==> config.mk <==
export PLATFORM = sky130hd
export DESIGN_NAME = spi_frame_regs
export DESIGN_NICKNAME = d
export VERILOG_FILES = /design/src/rtl/spi_frame_regs.sv
export SDC_FILE = /design/constraint.sdc
export NUM_CORES = 1
export LEC_CHECK = 0
export CAP_MARGIN = 20
export CORE_MARGIN = 2
export CORE_UTILIZATION = 24
export DETAILED_ROUTE_END_ITERATION = 6
export GPL_ROUTABILITY_DRIVEN = 0
export MAX_ROUTING_LAYER = met4
export PLACE_DENSITY = 0.46
export SLEW_MARGIN = 0
export SYNTH_ARGS = -nofsm -noshare
export SYNTH_HDL_FRONTEND = slang
export SYNTH_SLANG_ARGS = --single-unit
==> constraint.sdc <==
create_clock -name clk -period 3.2 [get_ports clk]
set_clock_uncertainty 0.15 [all_clocks]
set_input_delay 0.48 -clock clk [delete_from_list [all_inputs] [get_ports clk]]
set_output_delay 0.48 -clock clk [all_outputs]
set_load 0.005 [all_outputs]
==> src/rtl/spi_frame_regs.sv <==
// SPI mode-0 slave framer: N_WORDS words each way per SSEL frame plus an XOR checksum byte.
// TX words are snapshotted at frame start; RX words commit atomically only on a clean frame.
module spi_frame_regs #(
  parameter int N_WORDS = 5,
  parameter int WB      = 4,
  parameter int CNT_W   = 8
) (
  input  logic                      clk,
  input  logic                      rst_n,
  input  logic                      sck,
  input  logic                      ssel,
  input  logic                      mosi,
  output logic                      miso,
  input  logic [N_WORDS*WB*8-1:0]   tx_data,
  output logic                      tx_snap,
  output logic [N_WORDS*WB*8-1:0]   rx_data,
  output logic                      rx_valid,
  output logic                      frame_err,
  output logic [CNT_W-1:0]          err_cnt,
  output logic                      busy
);

  localparam int NB   = N_WORDS * WB;
  localparam int FB   = NB + 1;
  localparam int BC_W = ($clog2(FB + 2) > 5) ? $clog2(FB + 2) : 5;
  localparam int IW   = (NB > 1) ? $clog2(NB) : 1;
  localparam logic [BC_W-1:0] LAST = BC_W'(FB - 1);
  localparam logic [BC_W-1:0] FULL = BC_W'(FB);

  logic [2:0]      sck_s, ssel_s, mosi_s;
  logic            sck_rise, sck_fall;
  logic            ssel_fall, ssel_rise;

  logic [7:0]      shadow  [NB];
  logic [7:0]      staging [NB];
  logic [7:0]      rxsr, txsr;
  logic [7:0]      rx_sum, tx_sum, rx_chk;
  logic [2:0]      bitcnt;
  logic [BC_W-1:0] bytecnt;
  logic            active;
  logic            pend_ok, pend_bad;

  logic [7:0]      rx_byte;
  logic [7:0]      next_tx;
  logic [IW-1:0]   bidx;
  logic            accept;

  // SSEL chain resets low so a select held low through reset release is not seen as a start.
  always_ff @(posedge clk or negedge rst_n) begin
    if (!rst_n) begin
      sck_s  <= '0;
      ssel_s <= '0;
      mosi_s <= '0;
    end else begin
      sck_s  <= {sck_s[1:0], sck};
      ssel_s <= {ssel_s[1:0], ssel};
      mosi_s <= {mosi_s[1:0], mosi};
    end
  end

  assign sck_rise  =  sck_s[1] & ~sck_s[2];
  assign sck_fall  = ~sck_s[1] &  sck_s[2];
  assign ssel_fall = ~ssel_s[1] &  ssel_s[2];
  assign ssel_rise =  ssel_s[1] & ~ssel_s[2];

  assign rx_byte = {rxsr[6:0], mosi_s[1]};
  assign bidx    = bytecnt[IW-1:0];
  assign accept  = (bytecnt == FULL) && (bitcnt == 3'd0)
                && (rx_chk == rx_sum);

  always_comb begin
    next_tx = 8'h00;
    if (bytecnt < LAST)
      next_tx = shadow[bidx];
    else if (bytecnt == LAST)
      next_tx = tx_sum;
  end

  assign miso = active & txsr[7];
  assign busy = active;

  always_ff @(posedge clk or negedge rst_n) begin
    if (!rst_n) begin
      for (int i = 0; i < NB; i++) begin
        shadow[i]  <= '0;
        staging[i] <= '0;
      end
      rxsr      <= '0;
      txsr      <= '0;
      rx_sum    <= '0;
      tx_sum    <= '0;
      rx_chk    <= '0;
      bitcnt    <= '0;
      bytecnt   <= '0;
      active    <= 1'b0;
      pend_ok   <= 1'b0;
      pend_bad  <= 1'b0;
      tx_snap   <= 1'b0;
      rx_data   <= '0;
      rx_valid  <= 1'b0;
      frame_err <= 1'b0;
      err_cnt   <= '0;
    end else begin
      tx_snap   <= 1'b0;
      rx_valid  <= pend_ok;
      frame_err <= pend_bad;
      pend_ok   <= 1'b0;
      pend_bad  <= 1'b0;

      if (pend_ok) begin
        for (int i = 0; i < NB; i++)
          rx_data[8*i +: 8] <= staging[i];
      end
      if (pend_bad && (err_cnt != '1))
        err_cnt <= err_cnt + 1'b1;

      if (ssel_fall) begin
        for (int i = 0; i < NB; i++)
          shadow[i] <= tx_data[8*i +: 8];
        tx_snap <= 1'b1;
        bitcnt  <= '0;
        bytecnt <= '0;
        rx_sum  <= '0;
        // Byte 0 goes out immediately, so it is folded into the checksum here.
        tx_sum  <= tx_data[7:0];
        txsr    <= tx_data[7:0];
        active  <= 1'b1;
      end else if (ssel_rise && active) begin
        active <= 1'b0;
        if (accept)
          pend_ok <= 1'b1;
        else
          pend_bad <= 1'b1;
      end else if (active) begin
        if (sck_rise) begin
          rxsr   <= rx_byte;
          bitcnt <= bitcnt + 3'd1;
          if (bitcnt == 3'd7) begin
            if (bytecnt < LAST) begin
              staging[bidx] <= rx_byte;
              rx_sum        <= rx_sum ^ rx_byte;
            end else if (bytecnt == LAST) begin
              rx_chk <= rx_byte;
            end
            if (bytecnt != '1)
              bytecnt <= bytecnt + 1'b1;
          end
        end else if (sck_fall) begin
          if (bitcnt == 3'd0) begin
            txsr <= next_tx;
            if (bytecnt < LAST)
              tx_sum <= tx_sum ^ next_tx;
          end else begin
            txsr <= {txsr[6:0], 1'b0};
          end
        end
      end
    end
  end

endmodule

* Word level (Yosys, flattened, before mapping)
Index checks and enable logic that the tools add are counted.
Storage, ports and cells: register bits 549, input bits 165, output and inout port bits 173, word-level logic and storage cells 155
Cells by class: $add $sub $neg 3, magnitude comparators 3, eq/ne operators 8, muxes and demuxes 46, bitwise logic cells 15, reductions and logical operators 22
Operators by type and width (number):
- two-way mux 8 bit | 24
- bitwise mux 160 bit | 1
- binary-select mux 8 bit (select 5 bit) | 1
- demux 8 bit (select 5 bit) | 1
- two-way mux 5 bit | 6
- nonzero test 2 bit | 8
- XOR 8 bit | 2
- two-way mux 3 bit | 4
- AND reduction 6 bit | 2
- equality test 5 bit (second input constant) | 2
- AND reduction 5 bit | 2
- two-way mux 1 bit | 9
- adder 8 x 1 -> 8 bit (second input constant) | 1
- equality test 8 bit | 1
- != test 8 bit (second input constant) | 1
- AND reduction 4 bit | 2
- inverter 1 bit | 7
- AND reduction 7 bit | 1
- >= comparator 6 bit (second input constant) | 1
- less-than comparator 6 x 1 -> 1 bit (second input constant) | 1
- inverter 5 -> 6 bit | 1
- adder 5 x 1 -> 5 bit (second input constant) | 1
- AND 1 bit | 5
- logical AND 1 bit | 5
- 8 further kinds | 8

* Longest topological paths before layout
Gate-level depths: netlist of run 1.
depth in word-level cells 13, depth in mapped cells 12, mapped depth without buffers 8

* Least setup slack after synthesis of run 1
Ideal clock, no wire load.
path kind register to register, start reg bytecnt[0] (netlist: bidx[0]), end reg tx_sum[5], library setup time 126 ps, data arrival time 2146 ps, data required time 2924 ps, setup slack 778 ps, cell stages (with the launch flop) 12, cell sequence dfrtp_1 -> buf_4 -> buf_8 -> buf_8 -> inv_1 -> ha_1 -> and4b_1 -> clkbuf_1 -> a21oi_1 -> a21oi_2 -> o21bai_1 -> a221o_1
Between the ends: cells in the longest elaborated chain, start to end 13, elaborated cells between the ends (all ways) 18, those cells by class order compare: 1; eq/ne: 1; mux: 12; bitwise: 2; reduce/logical: 2
RTL lines:
- start, declared | line 39 | logic [BC_W-1:0] bytecnt;
- start signal, assigned | line 146 | bytecnt <= bytecnt + 1'b1;
- inverter 5 -> 6 bit (not written as such) | line 74 | next_tx = shadow[bidx];
- binary-select mux 8 bit (select 5 bit) | line 74
- two-way mux 8 bit (not written as such) (2 in series) | line 74
- two-way mux 8 bit | line 73 | if (bytecnt < LAST)
- XOR 8 bit | line 152 | tx_sum <= tx_sum ^ next_tx;
- two-way mux 8 bit | line 151 | if (bytecnt < LAST)
- two-way mux 8 bit | line 149 | if (bitcnt == 3'd0) begin
- two-way mux 8 bit | line 148 | end else if (sck_fall) begin
- two-way mux 8 bit | line 135 | if (sck_rise) begin
- two-way mux 8 bit | line 134 | end else if (active) begin
- two-way mux 8 bit | line 128 | end else if (ssel_rise && active) begin
- two-way mux 8 bit | line 117 | if (ssel_fall) begin
- end signal, assigned | line 125 | tx_sum <= tx_data[7:0];
- end signal, assigned | line 152
- end, declared | line 37 | logic [7:0] rx_sum, tx_sum, rx_chk;
Several ways; a longest one is shown, not always the timed one. The select of a mux whose other input is x is not followed. A chain may end at the register's enable or synchronous reset.

* Final worst setup path of run 1
start reg ssel_s[2], end reg staging[64] (netlist bit)
Between the ends: cells in the longest elaborated chain, start to end 5, elaborated cells between the ends (all ways) 7, those cells by class bitwise: 5; reduce/logical: 2
RTL lines:
- start, declared | line 30 | logic [2:0] sck_s, ssel_s, mosi_s;
- start signal, assigned | line 56 | ssel_s <= {ssel_s[1:0], ssel};
- inverter 1 bit | line 64 | assign ssel_rise = ssel_s[1] & ~ssel_s[2];
- AND 1 bit | line 64
- logical AND 1 bit | line 128
- inverter 1 bit (no line)
- AND reduction 6 bit (no line) *
- end signal, assigned by index | line 140 | staging[bidx] <= rx_byte;
- end, declared | line 35 | logic [7:0] staging [NB];
Every way passes the cells marked *; elsewhere a longest branch is shown, timed or not.

==> results.txt, run 1 <==
Outcome: complete, no violations
CP arrival: 3.24 ns
Starting density of the core: 0.242
Drt first pass iters: 5
Total power: 17.3 mW
Clock-pin slew on the worst setup and hold paths: 0.05 ns
Initial antenna violation count: 3
Worst EP required: 3.52 ns
Hold Vio Cnt, Final: 0
Main combinational cell family by area after synthesis: multiplexers
Post-Synth Adder-Cell Area: 0.00587
Slew margin rel.: 0.424
Vias/cell: 4.36
WHS: 0.174 ns
Sink Count: 549
Ports: 338
Ys async rst share: 1.00
Top cells by count, synth: dfrtp_1 (549), nand2_1 (531), mux2_2 (246)
Routed Antenna Nets: 0
Lkg Pwr: 14.2 nW
Comb pwr share: 0.079
Post-synth top flop: dfrtp_1
Synth warn: 0
Minimum clock period: 2.92 ns
Number of global-route vias before repair: 16700
Yosys top cell by area: dfrtp_1
Mapped Nets: 2027
Pint: 12.9 mW
Switching fraction of total power: 0.252
Clock Tree Buf Depth: 3
Sw Pwr: 4.35 mW
Worst-margin pin slew: 0.864 ns
Detailed placement HPWL: 47800 um
Clock power frac: 0.465
PortBufs: 337
Crit Path Class: flip-flop to flip-flop
Row count: 112
Ranking of synthesized cells by area: dfrtp_1 (61%), mux2_2 (12%), nand2_1 (8.8%)
Gr ovfl total: 0
Synth Cell Area: 22600 um^2
Tcrit/Tclk final: 0.914
Maximum VDD drop: 0.000266 V
Die X: 311 um
P per Cell Area: 576 nW/um^2
Post-synthesis mux area share: 0.205
Largest net degree at the start of global routing: 128
H-tree Lvls: 3
Synth Area in Simple Gates: 0.123
Routed wire length per instance: 19.5 um
Most frequent cell after synthesis: dfrtp_1
Inserted Clock Buffers: 67
RSZ-0062 raised after global routing: false
Xor/xnor share of the synthesized area: 0.00892
Slew Limit Fails: 0
Post-Route WL: 68500 um
Vias: 15300
Area Overhead vs Synth: 32.7%
Die Y: 311 um
TritonCTS clock tree: done
Sequential fraction of the synthesis area: 0.608
First-pass GRT wire length: 106000 um
CP endpoint kind: flip-flop
Layout cells sized above 1: 0.202
Crit path max fanout: 32
Post-synthesis compound-gate area fraction: 0.0266
Final design utilization: 0.321
Core Area: 93300 um^2
MaxCap Viol Count: 0
# fillers: 9397
Hold Crit Class: primary input to flip-flop
Syn Inst Count: 1853
Element type at the critical path start: flip-flop
Post-synth EDFFs: 0
Final setup vio count: 0
Synth unique cells: 68
#FFs+latches synth: 549
Synth Area per Inst: 12.2 um^2
Final TNS setup: 0 ns
Insertion delay to the later sink of the worst-skew pair: 0.60 ns
FMAX: 342 MHz
Nets: 2380
GR Util All Layers: 0.146
Yosys top cell area share: 0.608
CTS root buffer: clkbuf_16
Seq pwr share: 0.455
DRC errors left: 0
Iter 0 DRT Violations: 799
Die ar.: 96600 um^2
[metal layers]
metal  share of wire  vias up  global-route usage
met5               0        -                   -
met4           0.019        0              0.0377
met3           0.050       92              0.0285
met2            0.47      413               0.233
met1            0.46     7813               0.192
li1                -     7009                   -
[area by class of cell]
class	count	area [um^2]	area share
Timing Repair Buffer	388	3900	0.130
Clock buffer	91	1920	0.0640
Tap cell	1254	1570	0.0524
Multi-Input combinational cell	1191	8360	0.279
Antenna cell	2	5.00	0.000167
Clock inverter	29	425	0.0142
Sequential cell	549	13800	0.459
Inverter	9	38.8	0.00129
[worst max-delay path, stage by stage (launching register included)]
cell and delay [ns]:
dfrtp_1 0.56, nand2_8 0.29, inv_6 0.05, nor3_2 0.39, and3_1 0.59, nand2_1 0.39
mux2_2 0.38
[flip-flops by register name, summed over array words and instances (netlist names)]
| signal | count |
|---|---|
| rx_valid | 1 |
| mosi_s | 2 |
| tx_sum | 8 |
| tx_snap | 1 |
| shadow | 160 |
| rxsr | 7 |
| pend_bad | 1 |
| bidx | 5 |
| txsr | 8 |
| staging | 160 |
| rx_chk | 8 |
| sck_s | 3 |
| pend_ok | 1 |
| frame_err | 1 |
| err_cnt | 8 |
| bitcnt | 3 |
| rx_sum | 8 |
| busy | 1 |
| ssel_s | 3 |
| rx_data | 160 |
[power groups by stage]
stage	sequential, mW	clock, mW	combinational [mW]
global route	7.93	8.64	1.54
CTS	7.88	8.33	1.42
detailed placement	8.01	0	1.41
finish	7.85	8.03	1.37
floorplan	7.64	0	0.721
global placement	7.99	0	1.38
[cells by family (layout without fill, tap and decap cells)]
| family | after synthesis | count (layout) |
|---|---|---|
| mux | 404 | 404 |
| buf+inv | 113 | 517 |
| xor+xnor | 23 | 23 |
| fa+ha+maj | 11 | 11 |
| other cells | 0 | 2 |
| flops | 549 | 549 |
| compound gates | 91 | 91 |
| simple gates | 662 | 662 |
[metrics by stage]
stage | instance area, um^2 | std cells | setup WS (ns)
after floorplan | 22600 | 1853 | 0.778
after global placement | 27600 | 3390 | 0.272
after detailed placement | 27600 | 3390 | 0.191
after CTS | 30000 | 3511 | 0.179
after global routing | 30000 | 3513 | 0.125
final | 30000 | 3513 | 0.275
[cells in the final DEF (no fill, tap or decap), drive strengths merged, types with 16 or more instances in the layout]
| cell type | count |
|---|---|
| o22ai | 22 |
| clkdlybuf4s50 | 336 |
| nor2 | 34 |
| mux2i | 52 |
| a21oi | 16 |
| clkbuf | 91 |
| nand2 | 542 |
| buf | 51 |
| mux2 | 339 |
| dfrtp | 549 |
| nand3 | 18 |
[timing repair]
action	in CTS	in global routing
endpoints found under the hold margin	58	0
resized for setup	0	0
hold buffers	1	0
buffers inserted	0	0
[final timing paths]
| path | from | to | slack (ns) | cells after the start |
|---|---|---|---|---|
| worst max-delay path | ssel_s[2] | staging[64] | 0.28 | 6 |
| worst min-delay path | sck | sck_s[0] | 0.17 | 1 |
| worst max register to register | ssel_s[2] | staging[64] | 0.28 | 6 |
| worst min register to register | sck_s[0] | sck_s[1] | 0.21 | 0 |
| max in group asynchronous | rst_n | shadow[98] | 1.67 | 3 |
| min in group asynchronous | rst_n | shadow[151] | 0.37 | 2 |
(Power assumes the default switching activity.)
==> run 2, diff against run 1 <==
- ABC_AREA: not set -> 0
- CORE_UTILIZATION: 24 -> 28
- PLACE_DENSITY: 0.46 -> 0.51
==> run 2 against run 1 <==
  * Sequential share of layout area is 0.74 points higher
  * Global-route usage is 1.7 points higher
  * Cell count is 5.5% lower
  * Routed wire length is 4.3% lower
  * Non-clock buffer count is 12 higher
  * Setup slack worse by 0.0074 ns
  * Worst hold slack worse by 0.016 ns
==> results.txt, run 2 (synthesis gave the netlist of run 1 again) <==
Outcome: complete, no violations
Slew margin rel.: 0.294 (-0.130)
Iter 0 DRT Violations: 790 (-1.1%)
Most frequent cells in the layout: dfrtp_1 (546), nand2_1 (531), clkdlybuf4s50_1 (336)
MaxCap Viol Count: 0 (unchanged)
Clock Tree Buf Depth: 3 (unchanged)
Clock-pin slew on the worst setup and hold paths: 0.06 ns (about the same)
CP arrival: 3.29 ns (+0.05 ns)
FMAX: 341 MHz (-0.25%)
Layout cells sized above 1: 0.199 (-0.00257)
Worst-path cell chain: inv_2 > nand2_8 > inv_6 > nor3_2 > and3_1 > nand2_2 > mux2_1
Final TNS setup: 0 ns (unchanged)
Die X: 288 um (-7.3%)
Hold Startpoint: ssel
Routed wire length per instance: 19.7 um (+1.2%)
Placement Setup Slack: 0.248 ns (+0.0568 ns)
Element type at the critical path start: flip-flop
Sequential Area: 13700 um^2 (about the same)
Number of global-route vias before repair: 16200 (-3.4%)
Most common cell after layout, fill and taps aside: dfrtp_1
Insertion delay to the later sink of the worst-skew pair: 0.62 ns (+0.02 ns)
Vias: 15200 (-0.59%)
Worst R2R Start: ssel_s[1]
RSZ-0062 raised after global routing: false
Drt first pass iters: 5 (unchanged)
CP peak stage delay: 0.67 ns (+0.08 ns)
Die ar.: 83000 um^2 (-14%)
Post-cts resize count: 0 (unchanged)
Nets: 2385 (+0.21%)
Setup Buffers After CTS: 0 (unchanged)
Tcrit/Tclk final: 0.916 (+0.00232)
TritonCTS clock tree: done
Row count: 104 (-7.1%)
Inserted Clock Buffers: 60 (-10%)
Die Y: 288 um (-7.3%)
Core Area: 80200 um^2 (-14%)
CTS root buffer: clkbuf_16
GR Util All Layers: 0.163 (+0.0167)
Worst EP required: 3.55 ns (+0.03 ns)
Diode count: 0 (-2)
Crit path max fanout: 30 (-6.3%)
Largest net degree at the start of global routing: 102 (-20%)
Largest regs: rx_data: 160 flops, shadow: 160 flops, staging: 160 flops
Area occupied by multi-input gates: 8360 um^2 (unchanged)
Crit-path slowest cell: and3_1
Starting density of the core: 0.282 (+0.0398)
Hold Crit Class: primary input to flip-flop
Detailed placement HPWL: 46700 um (-2.3%)
P per Cell Area: 555 nW/um^2 (-3.6%)
Initial antenna violation count: 0 (-3)
DRC errors left: 0 (unchanged)
PortBufs: 337 (unchanged)
H-tree Lvls: 2 (-1)
Gr ovfl total: 0 (unchanged)
Maximum VDD drop: 0.000328 V (+23%)
Crit Path Class: flip-flop to flip-flop
Worst-margin pin slew: 1.06 ns (+0.196 ns)
Slew Limit Fails: 0 (unchanged)
# fillers: 7912 (-16%)
Critical path buffer and inverter count: 2 (+1)
Vias/cell: 4.59 (+5.2%)
First-pass GRT wire length: 101000 um (-4.6%)
Routed Antenna Nets: 0 (unchanged)
Top cell family by delay on the critical path: simple AND/OR/NAND/NOR gates
CP endpoint kind: flip-flop
Post-Route WL: 65600 um (-4.3%)
Lkg Pwr: 14.1 nW (-0.52%)
Sink Count: 549 (unchanged)
Ports: 338 (unchanged)
Hold Vio Cnt, Final: 0 (unchanged)
Area Overhead vs Synth: 30.5%
Final WS setup: 0.268 ns (-0.00741 ns)
Final setup vio count: 0 (unchanged)
Critical path origin: ssel_s[1]
Minimum clock period: 2.93 ns (+0.00741 ns)
==> run 2: changes by cell type in the layout (fill, tap and decap cells not counted), sizes merged <==
cell      delta
bufinv       -4
clkinvlp     -4
inv          -5
buf         +12
clkinv       +5
diode        -2
==> run 2: metrics by stage <==
step,cells,hold WS (ns),cell area [um^2],total power [mW],utilization
global route,3321,0.118,29500,17.1,0.368
floorplan,1853,0.0344,22600,8.37,-
finish,3321,0.159,29500,16.4,0.368
global placement,3208,0.190,27400,9.33,0.342
CTS,3321,0.105,29500,16.7,0.368
detailed placement,3208,0.185,27400,9.37,0.342
==> run 2: area by class of cell <==
cell class,count,area share
Clock buffer,91,0.0607
Clock inverter,21,0.00976
Inverter,9,0.00132
Multi-Input combinational cell,1191,0.284
Sequential cell,549,0.466
Tap cell,1060,0.0450
Timing Repair Buffer,400,0.133
==> run 2: worst paths after layout <==
| kind | to | slack (ns) | cells past startpoint |
|---|---|---|---|
| worst max-delay path | staging[45] | 0.27 | 7 |
| worst min register to register | sck_s[1] | 0.20 | 0 |
| max in group asynchronous | err_cnt[6] | 1.62 | 4 |
| min in group asynchronous | rx_data[136] | 0.30 | 2 |
| worst min-delay path | ssel_s[0] | 0.16 | 1 |
| worst max register to register | staging[45] | 0.27 | 7 |
==> run 2: layer usage <==
metal | vias to the layer above | GRT usage | wire length (um)
li1 | 7022 | - | -
met1 | 7754 | 0.219 | 30400
met2 | 377 | 0.260 | 31000
met3 | 84 | 0.0243 | 2800
met4 | 0 | 0.0403 | 1400
met5 | - | - | 0
==> run 2: what timing repair did <==
item                                   4_1_cts  5_1_grt
hold buffers                                 1        0
endpoints found under the hold margin       41        0
setup endpoints to repair                    0        0
==> run 2: power by group <==
part	leakage (nW)	total (mW)	switching (mW)	internal, mW
clock network	1.03	7.16	2.90	4.26
registers	7.31	7.64	0.313	7.32
logic	5.79	1.56	0.927	0.633
total	14.1	16.4	4.14	12.2
==> edit 1: new RTL, settings of run 1 <==
Change the parameter `WB` from 4 to 8.
--- a/src/rtl/spi_frame_regs.sv
+++ b/src/rtl/spi_frame_regs.sv
@@ -2,7 +2,7 @@
 // TX words are snapshotted at frame start; RX words commit atomically only on a clean frame.
 module spi_frame_regs #(
   parameter int N_WORDS = 5,
-  parameter int WB      = 4,
+  parameter int WB      = 8,
   parameter int CNT_W   = 8
 ) (
   input  logic                      clk,
Interface: changed (resized rx_data and tx_data); port bits go from 338 to 658. The function was not compared with the original's and may differ.
==> edit 1 against run 1 <==
Design area rose by 87%. Clock power up 76%. Synthesized area grew 87%. Routed wire length up 120%. Critical path depth is 2 higher. Sequential cell count increased by 481. Fmax down 4.5%. Count of clock-buffer cells in the layout up 82. Power increased by 80%. Synthesized cell count rose by 85%. Worst setup slack lost 0.14 ns. Final cell count up 86%. Largest cell class unchanged.
==> edit 1: results (changes against run 1) <==
run status: finished, final reports clean
number of global-route vias before repair: 30400 (+82%)
placed cell count: 6309 (+86%)
number of buffers inserted by port buffering: 657 (+95%)
most area-consuming cells after synthesis: sky130_fd_sc_hd__dfrtp_1 (61%), sky130_fd_sc_hd__mux2_2 (17%), sky130_fd_sc_hd__nand2_1 (9.1%)
number of setup buffers added after CTS: 0 (unchanged)
Crit Reg-Reg Startpoint: bidx[2]
wire length of the first global-routing pass: 219000 um (+110%)
standby leakage power: 0.0269 uW (+89%)
insertion delay of the later-clocked pin in the worst-skew pair: 0.73 ns (+0.13 ns)
largest registers ranked by flip-flop count: rx_data (320), shadow (320), staging (320)
routed wire length: 150000 um (+120%)
worst r2r path cells: 8 (+2)
Met1 Wirelength: 66600 um (+110%)
met3 routed WL: 6180 um (+80%)
half-perimeter wire length after placement: 107000 um (+120%)
worst hold slack after final layout: 0.107 ns (-0.0672 ns)
aggregate global-route resource usage: 17.1% (+2.4 points)
Worst path slowest cell: sky130_fd_sc_hd__nor2b_1
detailed-route via count: 28900 (+88%)
kind of path behind the tightest hold check: input pin to flip-flop
routed wire length per instance: 23.0 um (+18%)
distinct cell type count after synthesis: 77 (+13%)
CTS Buf Count: 115 (+72%)
fraction of met2 tracks used by global routing: 28.3% (+5.0 points)
Worst Max-Slew Pin Slew: 1.02 ns (+0.154 ns)
sequential cell area fraction in the yosys report: 61.2% (+0.36 points)
Setup WS pre-CTS: -0.0718 ns (-0.263 ns)
maximum number of pins on one net before global-route repair: 181 (+41%)
Arrival @ worst endpoint: 3.54 ns (+0.30 ns)
fraction of final layout cells with drive strength greater than 1: 24.4% (+4.3 points)
routing usage on met1: 21.7% (+2.5 points)
number of antenna violations at the first check in global routing: 35 (+32)
mean instance size in the synthesized netlist: 12.3 um2 (+0.84%)
syn nets: 3759 (+85%)
GR Util met3: 2.79% (-0.055 points)
terminating pin of the worst hold path: ssel_s[0]
Critical Path Sink: tx_sum[6]
Crit path largest cell delay: 0.79 ns (+0.20 ns)
met2 wire length: 73700 um (+130%)
hold path startpoint: ssel
final clock period utilization by the worst path: 95.8% (+4.4 points)
final number of setup-violating endpoints: 0 (unchanged)
Final nets: 4437 (+86%)
Crit Path Max Fanout: 16 (-50%)
maximum vdd ir drop: 0.437 mV (+64%)
CTS resizes: 1 (+1)
top post-synthesis cells by count: sky130_fd_sc_hd__dfrtp_1 (1030), sky130_fd_sc_hd__nand2_1 (1021), sky130_fd_sc_hd__mux2_2 (646)
reg-to-reg slack, setup: 0.14 ns (-0.14 ns)
Iter 0 DRT Violations: 1936 (+140%)
hold bufs inserted after CTS: 4 (+3)
## edit 1: where the power goes
part / switching, uW / leakage, uW / total, uW / internal (uW)
sequential: 889 / 0.0137 / 14600 / 13700
combinational: 1470 / 0.0111 / 2490 / 1020
clock: 5660 / 0.00200 / 14100 / 8410
## edit 1: cell families (layout without fill, tap and decap cells)
logic type | Yosys count | in the layout | synth area share [%]
fa+ha+maj | 8 | 8 | 0.232
xor+xnor | 28 | 28 | 0.582
simple gates | 1214 | 1214 | 12.7
flops | 1030 | 1030 | 61.2
compound gates | 219 | 219 | 3.92
buf+inv | 215 | 992 | 2.19
other cells | 0 | 10 | 0
mux | 713 | 713 | 19.2
## edit 1: layout make-up
type | instances | area, um2
multi-input combinational | 2182 | 15500
inverter | 11 | 52.6
antenna | 10 | 25.0
timing repair buffer | 765 | 7740
clock inverter | 43 | 562
fill | 17800 | 118000
tap | 2325 | 2910
sequential | 1030 | 25800
clock buffer | 173 | 3490
==> edit 2: new RTL, settings of run 1 <==
Without the edit above. Remove the register `rx_valid`: a continuous assignment takes its place, so the output `rx_valid` follows one clock earlier.
--- a/src/rtl/spi_frame_regs.sv
+++ b/src/rtl/spi_frame_regs.sv
@@ -97,12 +97,10 @@
       pend_bad  <= 1'b0;
       tx_snap   <= 1'b0;
       rx_data   <= '0;
-      rx_valid  <= 1'b0;
       frame_err <= 1'b0;
       err_cnt   <= '0;
     end else begin
       tx_snap   <= 1'b0;
-      rx_valid  <= pend_ok;
       frame_err <= pend_bad;
       pend_ok   <= 1'b0;
       pend_bad  <= 1'b0;
@@ -158,5 +156,7 @@
     end
   end
 
+  assign rx_valid = pend_ok;
+
 endmodule
 
Check against the original RTL: no difference found for any inputs over 4 cycles, from zero or initial values and one cycle with rst_n low; that may be too few to reach the edited logic, so the function may still have changed.
==> edit 2 against run 1 <==
Die area down 0.11%. Clock power fell by 2%. Routed wire length shrank 0.83%. Sequential cell count fell by 1. Design area is 0.50% lower. Synthesized area decreased by 0.11%. Power is 0.98% lower. Worst setup slack got worse by 0.011 ns. Critical endpoint is now tx_sum[2].
==> edit 2: results (changes against run 1) <==
run status: finished, final reports clean
CTS resizes: 0 (unchanged)
aggregate global-route resource usage: 14.6% (-0.073 points)
top post-synthesis cells by count: sky130_fd_sc_hd__dfrtp_1 (548), sky130_fd_sc_hd__nand2_1 (531), sky130_fd_sc_hd__mux2_2 (246)
fraction of final layout cells with drive strength greater than 1: 19.5% (-0.63 points)
maximum number of pins on one net before global-route repair: 174 (+36%)
kind of path behind the tightest hold check: input pin to flip-flop
maximum vdd ir drop: 0.322 mV (+21%)
syn nets: 2026 (-0.049%)
Final nets: 2373 (-0.29%)
Arrival @ worst endpoint: 3.25 ns (about the same)
sequential cell area fraction in the yosys report: 60.8% (about the same)
proportion of register bits with asynchronous set or reset after synthesis: 100% (unchanged)
number of antenna violations at the first check in global routing: 2 (-1)
number of global-route vias before repair: 16300 (-2.3%)
mean number of vias per cell: 4.31 (-1.3%)
highest routing layer actually used: met4
Max transition margin: 37.7% (-4.7 points)
DRT Pass-1 Iters: 5 (unchanged)
insertion delay of the later-clocked pin in the worst-skew pair: 0.60 ns (about the same)
standby leakage power: 0.0141 uW (-0.60%)
Pint: 12800 uW (-0.97%)
Clk Tree Root Cell: sky130_fd_sc_hd__clkbuf_16
met2 wire length: 32200 um (about the same)
H-tree depth reported by CTS: 3 (unchanged)
Iter 0 DRT Violations: 621 (-22%)
Met1 Wirelength: 31700 um (+0.43%)
largest registers ranked by flip-flop count: rx_data (160), shadow (160), staging (160)
Crit path largest cell delay: 0.43 ns (-0.16 ns)
half-perimeter wire length after placement: 47200 um (-1.1%)
Layout fillers: 9423 (+0.28%)
number of buffers inserted by port buffering: 337 (unchanged)
deepest clock path buffer count: 3 (unchanged)
clock edge transition at the registers on the reported setup and hold paths: 0.06 ns
Crit Path Max Fanout: 30 (-6.3%)
synth warn: 0 (unchanged)
met3 routed WL: 3140 um (-8.7%)
distinct cell type count after synthesis: 68 (unchanged)
Worst path slowest cell: sky130_fd_sc_hd__dfrtp_2
routed wire length: 68000 um (-0.83%)
number of setup buffers added after CTS: 0 (unchanged)
Diodes inserted: 0 (-2)
most area-consuming cells after synthesis: sky130_fd_sc_hd__dfrtp_1 (61%), sky130_fd_sc_hd__mux2_2 (12%), sky130_fd_sc_hd__nand2_1 (8.8%)
wire length of the first global-routing pass: 105000 um (-0.40%)
CTS Buf Count: 66 (-1.5%)
edit 2: logic make-up (layout without fill, tap and decap cells):
logic type	Yosys count	in the layout	synth area share [%]
buf+inv	113	509	2.21
fa+ha+maj	11	11	0.588
compound gates	91	91	2.67
xor+xnor	23	23	0.893
mux	404	404	20.5
flops	548	548	60.8
simple gates	662	662	12.3
edit 2: per-stage QoR:
stage	cell area, um2	setup slack, ns	power, uW	std cells
floorplan	22600	0.778	8350	1852
global placement	27500	0.235	9350	3384
detailed placement	27500	0.212	9390	3384
CTS	29800	0.196	17500	3502
global route	29800	0.0837	17900	3502
finish	29800	0.264	17100	3502
edit 2: routing by layer:
layer  vias up  global-route usage [%]
li1       6971                       -
met1      7661                    19.2
met2       368                    23.3
met3        80                    2.79
met4         0                    3.05
met5         -                       -
edit 2: area by class of cell:
class                           instances  area share [%]
Tap cell                             1254            5.26
Inverter                                9           0.130
Clock buffer                           91            6.16
Sequential cell                       548            46.0
Clock inverter                         26            1.48
Multi-Input combinational cell       1191            28.0
Timing Repair Buffer                  383            12.9
edit 2: timing repair:
action	CTS	global route
endpoints found under the hold margin	37	0
hold buffers	1	0
endpoints found under the setup margin	0	0
edit 2: critical path, delay by kind of cell (launching register included):
kind	cells	cell delay [ns]
buffers and inverters	2	0.63
AO/OA/AOI/OAI	3	0.61
AND/OR/NAND/NOR	2	0.69
multiplexers	1	0.29
flip-flops	1	0.43
edit 2: worst paths after layout:
check	from	end	slack (ns)	cells after the start
setup / recovery	bidx[1]	tx_sum[2]	0.26	8
min in group asynchronous	rst_n	shadow[103]	0.26	2
max in group asynchronous	rst_n	err_cnt[0]	1.62	4
hold / removal	ssel	ssel_s[0]	0.18	1
setup reg to reg	bidx[1]	tx_sum[2]	0.26	8
hold reg to reg	mosi_s[0]	mosi_s[1]	0.20	0
edit 2: power groups by stage:
| stage | Clock (uW) | Combinational, uW | Sequential [uW] |
|---|---|---|---|
| after CTS | 8200 | 1480 | 7790 |
| after global placement | 0 | 1450 | 7900 |
| after global routing | 8490 | 1610 | 7840 |
| after floorplan | 0 | 721 | 7630 |
| final | 7900 | 1420 | 7770 |
| after detailed placement | 0 | 1470 | 7910 |
